File: src/rtl/uart_tx_ctrl.sv
// rtl/uart_tx_ctrl.sv - UART transmit frame sequencer driving the registered line mux
//
// Ports:
//   clk         bit-rate clock (one period = one bit time)
//   rst         asynchronous active-low reset
//   p_data      parallel byte to transmit, captured when a frame is accepted
//   data_valid  send request, honoured only in IDLE or on the last (stop) cycle
//   par_en      insert parity bit, captured with p_data
//   par_typ     0 = even, 1 = odd parity, captured with p_data
//   mux_sel     line select: 0 start, 1 stop/idle, 2 ser_data, 3 par_bit
//   ser_data    current data bit (shift register bit 0)
//   par_bit     parity of the captured byte, held for the whole frame
//   busy        frame in progress
module uart_tx_ctrl #(
  parameter int DATA_WIDTH = 8
) (
  input  logic                  clk,
  input  logic                  rst,
  input  logic [DATA_WIDTH-1:0] p_data,
  input  logic                  data_valid,
  input  logic                  par_en,
  input  logic                  par_typ,
  output logic [1:0]            mux_sel,
  output logic                  ser_data,
  output logic                  par_bit,
  output logic                  busy
);

  localparam int CW = $clog2(DATA_WIDTH);
  localparam logic [CW-1:0] LAST_BIT = CW'(DATA_WIDTH - 1);

  localparam logic [1:0] SEL_START  = 2'd0;
  localparam logic [1:0] SEL_IDLE   = 2'd1;
  localparam logic [1:0] SEL_DATA   = 2'd2;
  localparam logic [1:0] SEL_PARITY = 2'd3;

  typedef enum logic [2:0] {
    IDLE,
    START,
    DATA,
    PARITY,
    STOP
  } state_t;

  state_t                state_q;
  logic [DATA_WIDTH-1:0] shift_q;
  logic [CW-1:0]         cnt_q;
  logic                  par_en_q;
  logic                  par_bit_q;
  logic [1:0]            mux_sel_q;
  logic                  busy_q;

  // Odd parity is the complement of even parity, so par_typ simply flips the XOR.
  logic par_bit_d;
  assign par_bit_d = (^p_data) ^ par_typ;

  always_ff @(posedge clk or negedge rst) begin
    if (!rst) begin
      state_q   <= IDLE;
      shift_q   <= '0;
      cnt_q     <= '0;
      par_en_q  <= 1'b0;
      par_bit_q <= 1'b0;
      mux_sel_q <= SEL_IDLE;
      busy_q    <= 1'b0;
    end else begin
      case (state_q)
        IDLE: begin
          mux_sel_q <= SEL_IDLE;
          busy_q    <= 1'b0;
          if (data_valid) begin
            shift_q   <= p_data;
            par_en_q  <= par_en;
            par_bit_q <= par_bit_d;
            state_q   <= START;
            mux_sel_q <= SEL_START;
            busy_q    <= 1'b1;
          end
        end
        START: begin
          state_q   <= DATA;
          mux_sel_q <= SEL_DATA;
          cnt_q     <= '0;
        end
        DATA: begin
          shift_q <= {1'b0, shift_q[DATA_WIDTH-1:1]};
          if (cnt_q == LAST_BIT) begin
            // Counter parks at the last index rather than wrapping.
            if (par_en_q) begin
              state_q   <= PARITY;
              mux_sel_q <= SEL_PARITY;
            end else begin
              state_q   <= STOP;
              mux_sel_q <= SEL_IDLE;
            end
          end else begin
            cnt_q <= cnt_q + 1'b1;
          end
        end
        PARITY: begin
          state_q   <= STOP;
          mux_sel_q <= SEL_IDLE;
        end
        STOP: begin
          // A request on the stop cycle chains the next frame with no idle gap.
          if (data_valid) begin
            shift_q   <= p_data;
            par_en_q  <= par_en;
            par_bit_q <= par_bit_d;
            state_q   <= START;
            mux_sel_q <= SEL_START;
            busy_q    <= 1'b1;
          end else begin
            state_q   <= IDLE;
            mux_sel_q <= SEL_IDLE;
            busy_q    <= 1'b0;
          end
        end
        default: begin
          state_q   <= IDLE;
          mux_sel_q <= SEL_IDLE;
          busy_q    <= 1'b0;
        end
      endcase
    end
  end

  assign mux_sel  = mux_sel_q;
  assign ser_data = shift_q[0];
  assign par_bit  = par_bit_q;
  assign busy     = busy_q;

endmodule

File: config.mk
export PLATFORM = sky130hd
export DESIGN_NAME = uart_tx_ctrl
export DESIGN_NICKNAME = d
export VERILOG_FILES = /design/src/rtl/uart_tx_ctrl.sv
export SDC_FILE = /design/constraint.sdc
export NUM_CORES = 1
export LEC_CHECK = 0
export BUFFER_PORTS_ARGS = -buffer_cell sky130_fd_sc_hd__buf_2
export CAP_MARGIN = 25
export CELL_PAD_IN_SITES_DETAIL_PLACEMENT = 1
export CELL_PAD_IN_SITES_GLOBAL_PLACEMENT = 1
export CORE_UTILIZATION = 25
export DETAILED_ROUTE_END_ITERATION = 7
export HOLD_SLACK_MARGIN = 0.15
export PLACE_DENSITY_LB_ADDON = 0.05
export SLEW_MARGIN = 10
export SYNTH_ARGS = -nofsm -noshare
export SYNTH_HDL_FRONTEND = slang
export SYNTH_SLANG_ARGS = --single-unit
File: constraint.sdc
create_clock -name clk -period 1.81 [get_ports clk]
set_input_delay 0.543 -clock clk [delete_from_list [all_inputs] [get_ports clk]]
set_output_delay 0.543 -clock clk [all_outputs]
set_load 0.05 [all_outputs]
==> results of run 1 <==
==> logic make-up after synthesis <==
| logic type | share of synthesized area, % |
|---|---|
| AO/OA/AOI/OAI | 15.3 |
| XOR/XNOR | 7.48 |
| adder cells (fa/ha/maj) | 2.49 |
| buffers and inverters | 2.99 |
| flip-flops | 47.5 |
| multiplexers | 10.3 |
| AND/OR/NAND/NOR | 13.8 |
==> stage by stage <==
stage	cell area (um^2)	std cells	setup WS, ns	hold WS [ns]
global placement	1140	152	0.190	0.484
floorplan	1000	88	0.342	0.247
finish	1180	156	0.183	0.230
detailed placement	1140	152	0.148	0.502
global route	1180	156	0.104	0.268
CTS	1180	156	0.192	0.248
==> power groups by stage <==
stage	sequential [uW]	clock [uW]	combinational [uW]
after floorplan	911	0	713
after global placement	803	0	1020
after detailed placement	808	0	1040
after CTS	801	312	1040
after global routing	827	329	1130
final	793	294	1020
==> routing by layer <==
metal	vias to the layer above	part of all wire, %
li1	345	-
met5	-	0
met2	9	47
met1	336	50
met4	0	0.80
met3	2	2.4
==> synthesized netlist by cell type, drive strengths merged <==
library cell	instances	area (um^2)
o21ai	2	10.0
a21o	1	7.51
a31o	1	8.76
ha	2	25.0
dfstp	1	26.3
nor2b	2	12.5
nand2	2	10.0
nor2	12	61.3
nand4b	1	8.76
inv	1	3.75
mux2	3	33.8
xnor2	4	35.0
xor2	2	17.5
a22o	5	43.8
xnor3	1	22.5
a21oi	13	76.3
nor3	1	5.00
nand2b	5	41.3
buf	3	26.3
dfrtp	18	450
mux2i	7	70.1
o21a	1	7.51
==> final cells by class <==
cell class / instances / area share (%)
Multi-Input combinational cell: 65 / 42.0
Inverter: 1 / 0.317
Timing Repair Buffer: 19 / 8.47
Tap cell: 48 / 5.08
Sequential cell: 19 / 40.3
Clock buffer: 4 / 3.81
==> worst max-delay path by stage <==
stage | depth (start not counted) | end | startpoint | slack, ns
detailed placement | 5 | par_bit | p_data[1] | 0.15
CTS | 5 | cnt_q[0] | cnt_q[0] | 0.19
finish | 5 | cnt_q[0] | cnt_q[0] | 0.18
global route | 5 | cnt_q[0] | cnt_q[0] | 0.10
floorplan | 5 | cnt_q[0] | cnt_q[0] | 0.34
global placement | 5 | par_bit | p_data[1] | 0.19
==> worst max-delay path: cells and delay by family (launching register included) <==
family / cells / cell delay [ns]
adders and majority gates: 2 / 0.47
and+or+nand+nor: 1 / 0.17
AOI/OAI and AO/OA: 2 / 0.46
DFF: 1 / 0.41
==> state kept, by name, summed over array words and instances (netlist names) <==
register and count:
busy 1, mux_sel 2, state_q 3, shift_q 8, par_en_q 1, par_bit 1
cnt_q 3
==> flow_summary_export.csv, run 1 <==
group,metric,value,unit
sta,post-route-period-util,89.9,%
global_routing,antenna_found_initial,0,
synthesis,syn_nets,103,
global_routing,grt_util_all_layers,11.8,%
floorplanning,die_y,65.4,um
floorplanning,dieArea,4270,um^2
setup_path,r2r-end,"cnt_q[0]",
global_routing,grt_overflow_total,0,
floorplanning,die_width,65.4,um
synthesis,yosys_warnings,0,
sta,slew_violations,0,
sta,worst_pin_slew,0.471,ns
sta,fmax,0.615,GHz
power_and_ir_drop,power_frac_comb,48.5,%
sta,setup_viol,0,
final_layout,utilization,31.6,%
power_and_ir_drop,p_switching,900,uW
final_layout,drive_gt1_share,29.6,%
routing,vias,692,
place,gp_congestion,0.712,
synthesis,syn_area_per_cell,11.4,um^2
synthesis,postSynthCellCount,88,
clocking,cts_root_buffer,"clkbuf_8",
floorplanning,ios,18,
final_layout,multiInputGateArea,497,um^2
place,dpl.hpwl,1.58,mm
floorplanning,core_area,3740,um^2
setup_path,arrival,1.76,ns
setup_path,cp_cell_sequence,"ha_1, ha_1, nand2b_1, a21o_1, a22o_1",
clocking,htreeDepth,1,
global_routing,busiest_layer,"met2",
final_layout,n_fill_cell,439,
clocking,cts_resized,0,
global_routing,grt_pass1_vias,796,
synthesis,synthesis.area,1000,um^2
power_and_ir_drop,vdd_drop_max,0.000582,V
setup_path,ff2ff_setup_slack,0.18,ns
setup_path,worstPathMaxFanout,6,
flow_run,max_cap_violations,0,
floorplanning,start_util,26.8,%
final_layout,final_cell_mix,"dfrtp_1, buf_2, a21oi_1",
setup_path,worst-endpoint-required,1.95,ns
min_path,worstHoldPathType,"input pin to async pin",
sta,period_needed,1.63,ns
final_layout,final_nets,124,
setup_path,startpoint_type,"flip-flop",
routing,viasPerCell,4.44,
clocking,cts_tree,"done",
power_and_ir_drop,p_int,1210,uW
power_and_ir_drop,p_total,2110,uW
synthesis,synth_seq_cells,19,
sta,rsz0062_at_grt,"false",
global_routing,grt_pass1_wl,3.74,mm
clocking,clk_latency,0.25,ns
setup_path,reg2reg_from,"cnt_q[0]",
setup_path,critPathKind,"flip-flop to flip-flop",
routing,first_pass_iters,4,
global_routing,grt.met2_usage,18.3,%
routing,drt-initial-drc-count,10,
routing,routed_wl,2.12,mm
clocking,cts_inserted_buffers,3,
final_layout,ff_latch_area,477,um^2
clocking,path_clk_slew,0.07,ns
clocking,hold_buffers,0,
setup_path,r2r_cells,5,
status,status,"finished, final reports clean",
power_and_ir_drop,power.leakage,0.000550,uW
final_layout,antenna_cells,0,
place,io_buffers,17,
global_routing,grtUsageMet1,16.1,%
sta,finalHoldViolations,0,
sta,setup_tns,0,ns
global_routing,use_met3,2.08,%
power_and_ir_drop,p_clk_share,13.9,%
clocking,postCtsSetupBuffers,0,
routing,route.detailed.drc,0,
final_layout,final_common_cell,"dfrtp_1",
setup_path,crit_path_frequent_cell,"ha_1",
setup_path,end_kind,"flip-flop",
floorplanning,placement_rows,22,
global_routing,grt_start_max_net_pins,20,
sta,fin_worst_skew,0.00248,ns
clocking,clkSinkCount,19,
synthesis,yosysSeqAreaShare,47.5,%
setup_path,critPathSlowestCell,"dfrtp_1",
routing,ant_nets,0,
routing,wl_per_cell,13.6,um
sta,max_slew_margin,68.6,%
setup_path,slowest_delay,0.41,ns
synthesis,synth_cell_type_count,29,
final_layout,syn_to_final_growth,17.8,%
power_and_ir_drop,switching_share,42.6,%
power_and_ir_drop,cellPowerDensity,1780,nW/um^2
clocking,cts.path.max_buffers,2,
power_and_ir_drop,pwr-share-seq,37.6,%
(Power assumes the default switching activity.)
==> inputs of run 2 (changes only) <==
--- a/config.mk
+++ b/config.mk
@@ -9,6 +9,7 @@
 export CAP_MARGIN = 25
 export CELL_PAD_IN_SITES_DETAIL_PLACEMENT = 1
 export CELL_PAD_IN_SITES_GLOBAL_PLACEMENT = 1
+export CORE_ASPECT_RATIO = 0.5
 export CORE_UTILIZATION = 25
 export DETAILED_ROUTE_END_ITERATION = 7
 export HOLD_SLACK_MARGIN = 0.15
==> flow_summary_export.csv, run 2 (same netlist as run 1, synthesis figures left out) <==
group,metric,value,unit
final_layout,drive_gt1_share,29.6,%
power_and_ir_drop,vdd_drop_max,0.000458,V
setup_path,worst-endpoint-required,2.01,ns
final_layout,final_cell_mix,"dfrtp_1, buf_2, a21oi_1",
routing,vias,709,
floorplanning,die_y,46.8,um
floorplanning,placement_rows,15,
final_layout,largestRegisters,"shift_q x8, cnt_q x3, state_q x3",
sta,slew_violations,0,
clocking,clkSinkCount,19,
setup_path,arrival,1.81,ns
clocking,path_clk_slew,0.07,ns
floorplanning,start_util,27.7,%
final_layout,final_common_cell,"dfrtp_1",
status,status,"finished, final reports clean",
power_and_ir_drop,power.leakage,0.000550,uW
final_layout,antenna_cells,0,
global_routing,grt_start_max_net_pins,20,
sta,finalHoldViolations,0,
final_layout,ff_latch_area,477,um^2
place,dp.cells,155,
sta,post-route-period-util,88.9,%
final_layout,multiInputGateArea,497,um^2
clocking,cts_resized,0,
routing,met2_length,1.01,mm
place,io_buffers,17,
setup_path,startpoint_type,"flip-flop",
sta,fin_worst_skew,0.00469,ns
routing,wl_per_cell,13.3,um
routing,top_layer,"met3",
place,pre_cts_ws,0.219,ns
sta,fin_ws,0.201,ns
sta,setup_tns,0,ns
clocking,cts_root_buffer,"clkbuf_8",
final_layout,utilization,32.7,%
global_routing,grt_util_all_layers,11.7,%
routing,ant_nets,0,
place,gp_congestion,0.763,
routing,drt-initial-drc-count,8,
sta,setup_viol,0,
min_path,worstHoldPathType,"input pin to async pin",
routing,route.detailed.drc,0,
final_layout,syn_to_final_growth,18.2,%
clocking,cts.path.max_buffers,2,
final_layout,largest_reg_flops,8,
floorplanning,dieArea,4290,um^2
routing,viasPerCell,4.46,
clocking,clk_latency,0.25,ns
clocking,postCtsSetupBuffers,0,
sta,hold_ws,0.230,ns
clocking,htreeDepth,1,
sta,worst_pin_slew,0.457,ns
sta,fmax,0.621,GHz
final_layout,final_nets,124,
routing,first_pass_iters,4,
setup_path,end_kind,"flip-flop",
setup_path,critPathKind,"flip-flop to flip-flop",
sta,rsz0062_at_grt,"false",
global_routing,antenna_found_initial,0,
floorplanning,core_area,3620,um^2
final_layout,stdcell_count,159,
routing,dr_wl_met3,73,um
place,dpl.hpwl,1.63,mm
routing,routed_wl,2.11,mm
floorplanning,ios,18,
routing,drt-met1-wl,1.03,mm
power_and_ir_drop,cellPowerDensity,1790,nW/um^2
clocking,cts_inserted_buffers,3,
clocking,cts_tree,"done",
global_routing,grt_pass1_wl,3.73,mm
sta,period_needed,1.61,ns
floorplanning,die_width,91.6,um
sta,max_slew_margin,69.5,%
clocking,hold_buffers,0,
final_layout,top_register,"shift_q",
global_routing,grt_pass1_vias,775,
final_layout,n_fill_cell,404,
global_routing,grt_overflow_total,0,
setup_path,worstPathMaxFanout,6,
flow_run,max_cap_violations,0,
-- run 2: cell counts in the layout (fill, tap and decap cells not counted) --
No cell type changed its count.
-- run 2: stage by stage --
step	power, uW	area (um^2)
2_1_floorplan	1620	1000
3_3_place_gp	1810	1140
3_5_place_dp	1860	1140
4_1_cts	2170	1190
5_1_grt	2310	1190
6_report	2130	1190
-- run 2: final timing paths --
kind,to,depth (start not counted),slack (ns),start
worst max-delay path,cnt_q[0],5,0.20,cnt_q[0]
worst min-delay path,shift_q[3],1,0.23,rst
worst max register to register,cnt_q[0],5,0.20,cnt_q[0]
worst min register to register,par_bit,2,0.51,par_bit
max in group asynchronous,mux_sel[0],1,1.24,rst
min in group clk,par_bit,2,0.51,par_bit
-- run 2: layer usage --
| metal | global-route usage (%) | up-vias |
|---|---|---|
| met1 | 14.8 | 350 |
| li1 | - | 351 |
| met3 | 4.37 | 0 |
| met2 | 20.6 | 8 |
| met5 | 0 | - |
| met4 | 0.952 | 0 |
-- run 2: cell type report --
cell class                 instances  share of cell area [%]
clock buffer                       4                    3.80
inverter                           1                   0.316
multi-input combinational         65                    41.9
sequential                        19                    40.2
tap                               51                    5.38
timing repair buffer              19                    8.44
-- run 2: critical path: stages (launching register included) --
cell and delay [ns]:
dfrtp_1 0.41, ha_1 0.20, ha_1 0.26, nor3_1 0.33, mux2_2 0.23, a22o_1 0.12
-- run 2: report_power, final --
group          total, uW  switching, uW  internal, uW
sequential           784            160           624
clock                294            138           156
combinational       1050            610           437
total               2130            908          1220
